===== src/rtl/lifo_seq_pkg.sv =====
// Shared encodings for the LIFO command sequencer: primitive stack effects, opcodes, error codes.
// The depth-checking feature is enabled by defining LIFO_SEQ_DEPTH_CHK_EN.
package lifo_seq_pkg;

  typedef enum logic [2:0] {
    NONE_SE = 3'd0,
    DROP_SE = 3'd1,
    PUSH_SE = 3'd2,
    RPLC_SE = 3'd3,
    SWAP_SE = 3'd4,
    OVER_SE = 3'd5,
    ROT3_SE = 3'd6
  } se_e;

  localparam logic [3:0] OP_NOP   = 4'd0;
  localparam logic [3:0] OP_PUSH  = 4'd1;
  localparam logic [3:0] OP_DROP  = 4'd2;
  localparam logic [3:0] OP_DUP   = 4'd3;
  localparam logic [3:0] OP_SWAP  = 4'd4;
  localparam logic [3:0] OP_OVER  = 4'd5;
  localparam logic [3:0] OP_ROT   = 4'd6;
  localparam logic [3:0] OP_NIP   = 4'd7;
  localparam logic [3:0] OP_TUCK  = 4'd8;
  localparam logic [3:0] OP_DROP2 = 4'd9;
  localparam logic [3:0] OP_DUP2  = 4'd10;
  localparam logic [3:0] OP_MROT  = 4'd11;
  localparam logic [3:0] OP_RPLC  = 4'd12;

  localparam logic [1:0] ERR_NONE    = 2'b00;
  localparam logic [1:0] ERR_UNDER   = 2'b01;
  localparam logic [1:0] ERR_OVER    = 2'b10;
  localparam logic [1:0] ERR_ILLEGAL = 2'b11;

  typedef enum logic [1:0] {
    DSEL_ZERO,
    DSEL_IN,
    DSEL_S0
  } dsel_e;

  typedef struct packed {
    se_e   se1;
    se_e   se2;
    logic  two_step;
    dsel_e data_sel;
    logic  illegal;
  } dec_t;

endpackage


===== src/rtl/lifo_seq_dec.sv =====
// Combinational decode of a compound stack op into one or two primitive stack effects.
// min_depth/growth ports exist only when LIFO_SEQ_DEPTH_CHK_EN is defined.
module lifo_seq_dec
  import lifo_seq_pkg::*;
(
  input  logic [3:0] op,
  output dec_t       dec
`ifdef LIFO_SEQ_DEPTH_CHK_EN
  ,
  output logic [1:0] min_depth,
  output logic [2:0] growth
`endif
);

  // NOTE: every output gets a default before the case so no latch is inferred.
  always_comb begin
    dec = '{se1: NONE_SE, se2: NONE_SE, two_step: 1'b0, data_sel: DSEL_ZERO, illegal: 1'b0};
    case (op)
      OP_NOP:   ;
      OP_PUSH:  begin dec.se1 = PUSH_SE; dec.data_sel = DSEL_IN; end
      OP_DROP:  dec.se1 = DROP_SE;
      OP_DUP:   begin dec.se1 = PUSH_SE; dec.data_sel = DSEL_S0; end
      OP_SWAP:  dec.se1 = SWAP_SE;
      OP_OVER:  dec.se1 = OVER_SE;
      OP_ROT:   dec.se1 = ROT3_SE;
      OP_NIP:   begin dec.se1 = SWAP_SE; dec.se2 = DROP_SE; dec.two_step = 1'b1; end
      OP_TUCK:  begin dec.se1 = SWAP_SE; dec.se2 = OVER_SE; dec.two_step = 1'b1; end
      OP_DROP2: begin dec.se1 = DROP_SE; dec.se2 = DROP_SE; dec.two_step = 1'b1; end
      OP_DUP2:  begin dec.se1 = OVER_SE; dec.se2 = OVER_SE; dec.two_step = 1'b1; end
      OP_MROT:  begin dec.se1 = ROT3_SE; dec.se2 = ROT3_SE; dec.two_step = 1'b1; end
      OP_RPLC:  begin dec.se1 = RPLC_SE; dec.data_sel = DSEL_IN; end
      default:  dec.illegal = 1'b1;
    endcase
  end

`ifdef LIFO_SEQ_DEPTH_CHK_EN
  // growth is two's complement: 3'b111 = -1, 3'b110 = -2
  always_comb begin
    min_depth = 2'd0;
    growth    = 3'd0;
    case (op)
      OP_PUSH:  growth = 3'd1;
      OP_DROP:  begin min_depth = 2'd1; growth = 3'b111; end
      OP_DUP:   begin min_depth = 2'd1; growth = 3'd1;   end
      OP_SWAP:  min_depth = 2'd2;
      OP_OVER:  begin min_depth = 2'd2; growth = 3'd1;   end
      OP_ROT:   min_depth = 2'd3;
      OP_NIP:   begin min_depth = 2'd2; growth = 3'b111; end
      OP_TUCK:  begin min_depth = 2'd2; growth = 3'd1;   end
      OP_DROP2: begin min_depth = 2'd2; growth = 3'b110; end
      OP_DUP2:  begin min_depth = 2'd2; growth = 3'd2;   end
      OP_MROT:  min_depth = 2'd3;
      OP_RPLC:  min_depth = 2'd1;
      default:  ;
    endcase
  end
`endif

endmodule


===== src/rtl/lifo_seq.sv =====
// Command-side sequencer for the stack-effect LIFO: accepts compound ops, issues primitive effects.
// Define LIFO_SEQ_DEPTH_CHK_EN to build the depth counter and underflow/overflow checks.
module lifo_seq
  import lifo_seq_pkg::*;
#(
  parameter  int WIDTH = 8,
  parameter  int DEPTH = 12,
  localparam int DW    = $clog2(DEPTH + 1)
) (
  input  logic             i_clk,
  input  logic             i_rst,
  input  logic             i_valid,
  output logic             o_ready,
  input  logic [3:0]       i_op,
  input  logic [WIDTH-1:0] i_data,
  input  logic [WIDTH-1:0] i_s0,
  output logic [2:0]       o_se,
  output logic [WIDTH-1:0] o_data,
  output logic [DW-1:0]    o_depth,
  output logic             o_err,
  output logic [1:0]       o_err_code
);

  localparam logic [1:0] IDLE   = 2'd0;
  localparam logic [1:0] ISSUE1 = 2'd1;
  localparam logic [1:0] ISSUE2 = 2'd2;

  logic [1:0]       state;
  se_e              se_q;
  se_e              se2_q;
  logic [WIDTH-1:0] data_q;
  logic             err;
  logic [1:0]       err_code;

  dec_t             dec;
  logic             accept;
  logic             underflow;
  logic             overflow;
  logic             fault;
  logic             issue;
  logic [1:0]       fault_code;
  logic [WIDTH-1:0] data_in;

`ifdef LIFO_SEQ_DEPTH_CHK_EN
  logic [1:0]          min_depth;
  logic [2:0]          growth;
  logic [DW-1:0]       depth_q;
  logic signed [DW+1:0] depth_sum;

  lifo_seq_dec u_dec (
    .op        (i_op),
    .dec       (dec),
    .min_depth (min_depth),
    .growth    (growth)
  );

  // Two guard bits keep the signed sum exact, so the checks never see a wrapped value.
  assign depth_sum = $signed({2'b00, depth_q}) + $signed({{(DW-1){growth[2]}}, growth});
  assign underflow = depth_q < DW'(min_depth);
  assign overflow  = depth_sum > $signed((DW+2)'(DEPTH));

  always_ff @(posedge i_clk) begin
    if (i_rst)      depth_q <= '0;
    else if (issue) depth_q <= depth_sum[DW-1:0];
  end

  assign o_depth = depth_q;
`else
  lifo_seq_dec u_dec (
    .op  (i_op),
    .dec (dec)
  );

  assign underflow = 1'b0;
  assign overflow  = 1'b0;
  assign o_depth   = '0;
`endif

  assign o_ready    = (state == IDLE) && !i_rst;
  assign accept     = i_valid && o_ready;
  assign fault      = accept && !err && (dec.illegal || underflow || overflow);
  assign issue      = accept && !err && !dec.illegal && !underflow && !overflow && (dec.se1 != NONE_SE);
  assign fault_code = dec.illegal ? ERR_ILLEGAL : (underflow ? ERR_UNDER : ERR_OVER);

  always_comb begin
    case (dec.data_sel)
      DSEL_IN: data_in = i_data;
      DSEL_S0: data_in = i_s0;
      default: data_in = '0;
    endcase
  end

  // NOTE: sequential state uses non-blocking assignments; reset is synchronous and active-high.
  always_ff @(posedge i_clk) begin
    if (i_rst) begin
      state    <= IDLE;
      se_q     <= NONE_SE;
      se2_q    <= NONE_SE;
      data_q   <= '0;
      err      <= 1'b0;
      err_code <= ERR_NONE;
    end else begin
      case (state)
        IDLE: begin
          if (issue) begin
            state  <= ISSUE1;
            se_q   <= dec.se1;
            se2_q  <= dec.two_step ? dec.se2 : NONE_SE;
            data_q <= data_in;
          end
        end
        ISSUE1: begin
          data_q <= '0;
          se2_q  <= NONE_SE;
          if (se2_q != NONE_SE) begin
            state <= ISSUE2;
            se_q  <= se2_q;
          end else begin
            state <= IDLE;
            se_q  <= NONE_SE;
          end
        end
        default: begin
          state  <= IDLE;
          se_q   <= NONE_SE;
          data_q <= '0;
        end
      endcase
      // Only the first fault is recorded; later ops are swallowed while err stays set.
      if (fault) begin
        err      <= 1'b1;
        err_code <= fault_code;
      end
    end
  end

  assign o_se       = se_q;
  assign o_data     = data_q;
  assign o_err      = err;
  assign o_err_code = err_code;

endmodule


===== config.mk =====
export PLATFORM = sky130hd
export DESIGN_NAME = lifo_seq
export DESIGN_NICKNAME = d
export VERILOG_FILES = /design/src/rtl/lifo_seq_pkg.sv /design/src/rtl/lifo_seq_dec.sv /design/src/rtl/lifo_seq.sv
export SDC_FILE = /design/constraint.sdc
export NUM_CORES = 1
export LEC_CHECK = 0
export ABC_AREA = 1
export BUFFER_PORTS_ARGS = -buffer_cell sky130_fd_sc_hd__buf_2
export CORE_UTILIZATION = 49
export DETAILED_ROUTE_END_ITERATION = 7
export PLACE_DENSITY = 0.8
export SYNTH_ARGS = -nofsm -noshare
export SYNTH_HDL_FRONTEND = slang
export SYNTH_HIERARCHICAL = 1
export SYNTH_SLANG_ARGS = --single-unit

===== constraint.sdc =====
create_clock -name i_clk -period 2.3 [get_ports i_clk]
set_input_delay 0.69 -clock i_clk [delete_from_list [all_inputs] [get_ports i_clk]]
set_output_delay 0.69 -clock i_clk [all_outputs]
set_load 0.03 [all_outputs]

==> impl_metrics.py <==
metrics = {
    "clock_tree": {
        "postCtsHoldBufs": 0,
        "numCtsBuffers": 3,
        "clk_pin_slew_worst_paths_ns": 0.11,
        "clock_sinks": 18,
        "h-tree-depth": 1,
        "cts_setup_buffers": 0,
        "clk_latency_ns": 0.30,
        "clockBufferDepth": 2,
        "cts_tree": "built",
        "cts_resized": 0,
        "cts-root-buf": "clkbuf_4",
    },
    "yosys": {
        "synthDistinctLibCells": 25,
        "ys_ff_latch": 18,
        "synth_area_mm2": 0.001165,
        "yosys_warnings": 6,
        "yosys-top-cells-area": "dfxtp_1, nand2_1, nor2_1",
        "yosys.area.top_type": "dfxtp_1",
        "yosysTopAreaCellShare": 0.3093,
        "syn_inst": 172,
        "avgSynthCellArea_um2": 6.772,
        "ys_seq_area_frac": 0.3093,
    },
    "pwr": {
        "powerDensity_mw_per_mm2": 555.8,
        "p_leak_nw": 0.6643,
        "total_power_mw": 0.7559,
        "ir_drop_mv": 0.2468,
    },
    "placement": {
        "gp_congestion": 0.8648,
        "place_area_mm2": 0.001324,
        "hpwl_mm": 1.911,
        "numPortBuffers": 37,
    },
    "flow_run": {
        "cap_violations": 0,
    },
    "sta": {
        "fin_skew_ns": 0.005008,
        "rsz0062_at_grt": "false",
        "finalCritPeriodShare": 0.9394,
        "max_freq_mhz": 462.8,
        "fin_setup_tns_ns": 0,
        "drv_slew": 0,
        "final.min_clock_period_ns": 2.161,
        "finalHoldViolCount": 0,
        "report.final.setup_viol": 0,
    },
    "layout": {
        "area_growth_pct": 16.76,
        "postLayoutCoreUtil": 0.6090,
        "nets": 233,
        "diodes": 0,
        "layout-drive-gt1-share": 0.3092,
        "final_common_cell": "nand2_1",
        "stdcell_area_mm2": 0.001360,
        "final_cell_mix": "nand2_1, buf_2, nor2_1, dfxtp_1, a21oi_1",
    },
    "global_route": {
        "grt_max_degree": 15,
        "grt_usage": 0.2115,
        "grt_pass1_wl_mm": 4.243,
        "grt_overflow": 0,
        "grt_pass1_vias": 1091,
        "antenna_found_initial": 0,
    },
    "worst_setup_path": {
        "critPathMaxFanout": 9,
        "rr_worst_depth": 7,
        "endpoint_kind": "primary output",
        "cp_cell_sequence": "buf_2, inv_2, nand2_2, bufinv_8, buf_2",
        "r2r_start": "state[0]",
        "worst-path-buf-inv": 4,
        "critPathKind": "in -> out",
        "crit_slowest_cell": "bufinv_8",
        "cp_top_family": "buffers and inverters",
        "cp.required_ns": 1.61,
        "cpPeakStageDelay_ns": 0.24,
        "cp.arrival_ns": 1.47,
        "rrSetupSlack_ns": 1.02,
        "r2r-end": "o_se[1]",
        "cpMostUsedCell": "buf_2",
        "critPathLaunchType": "primary input",
    },
    "detailed_routing": {
        "drtIter0Drc": 24,
        "firstDrtPassIters": 6,
        "antenna_left": 0,
        "viasPerCell": 5.004,
        "wl_mm": 2.416,
        "drc": 0,
        "vias": 1176,
        "post_drt_wl_per_cell_um": 10.28,
    },
    "min_path": {
        "hold_depth": 2,
        "min_from": "o_err_code[0]",
        "hold_end": "o_err_code[0]",
        "min_path_type": "reg -> reg",
    },
    "die": {
        "die_x_um": 50.76,
        "initial_utilization": 0.5216,
        "die_h_um": 50.76,
        "rows": 17,
        "core_mm2": 0.002233,
        "io_pins": 42,
        "die_area_mm2": 0.002576,
    },
    "run_status": {
        "status": "finished, final reports clean",
    },
}
final cells by class:
class | instances | area (µm²)
Fill cell | 215 | 873.3
Multi-Input combinational cell | 129 | 654.4
Sequential cell | 18 | 360.3
Timing Repair Buffer | 38 | 192.7
Inverter | 18 | 81.33
Clock buffer | 4 | 36.28
Tap cell | 28 | 35.03
kinds of logic (layout without fill, tap and decap cells):
family          after synthesis  count (layout)  share of synthesized area
fa+ha+maj                     2               2                    0.02148
compound gates               26              26                     0.1375
buf+inv                      28              60                     0.1386
other cells                   1               4                   0.003219
simple gates                 97              97                     0.3899
flops                        18              18                     0.3093
per-stage QoR:
| stage | setup slack [ns] | hold slack, ns | instances |
|---|---|---|---|
| 2_1_floorplan | 0.4489 | 0.4680 | 175 |
| 3_3_place_gp | 0.1585 | 0.4428 | 231 |
| 5_1_grt | 0.1030 | 0.4955 | 235 |
| 3_5_place_dp | 0.1429 | 0.4521 | 231 |
| 6_report | 0.1394 | 0.4625 | 235 |
| 4_1_cts | 0.1419 | 0.4676 | 235 |
synthesized netlist by cell type (all sizes together):
cell and number:
a21oi 15, buf 8, bufinv 1, clkbuf 2
clkinv 1, conb 1, dfxtp 18, ha 2
inv 16, nand2 44, nand3 15, nand3b 3
nor2 31, nor3 4, o21ai 11
how the worst max path moves through the flow:
stage / start / to / slack (ns) / depth (start not counted)
global placement: i_rst / o_ready / 0.16 / 5
finish: i_rst / o_ready / 0.14 / 5
detailed placement: i_rst / o_ready / 0.14 / 5
floorplan: i_op[1] / o_data[0] / 0.45 / 9
global route: i_rst / o_ready / 0.10 / 5
CTS: i_rst / o_ready / 0.14 / 5
power by group:
part           leakage [nW]  internal (mW)  switching [mW]
clock                0.0210         0.0965           0.101
combinational         0.497         0.0751           0.143
sequential            0.147          0.330         0.00984
flip-flops by register name (all words and copies together) (netlist names):
name	flops
se2_q	3
o_err_code	1
o_err	1
o_se	3
o_data	8
state	2
routing by layer:
layer	global-route usage	up-vias	wire, µm
met1	0.2454	532	1095
li1	-	605	-
met3	0.02727	6	78
met2	0.3867	33	1204
met4	0.08333	0	38
met5	0	-	0
worst register-to-register path: cells and delay by family (launching register included):
kind	cells	cell delay, ns
DFF	1	0.38
and+or+nand+nor	7	0.84
Power figures use the tool's default switching activity.
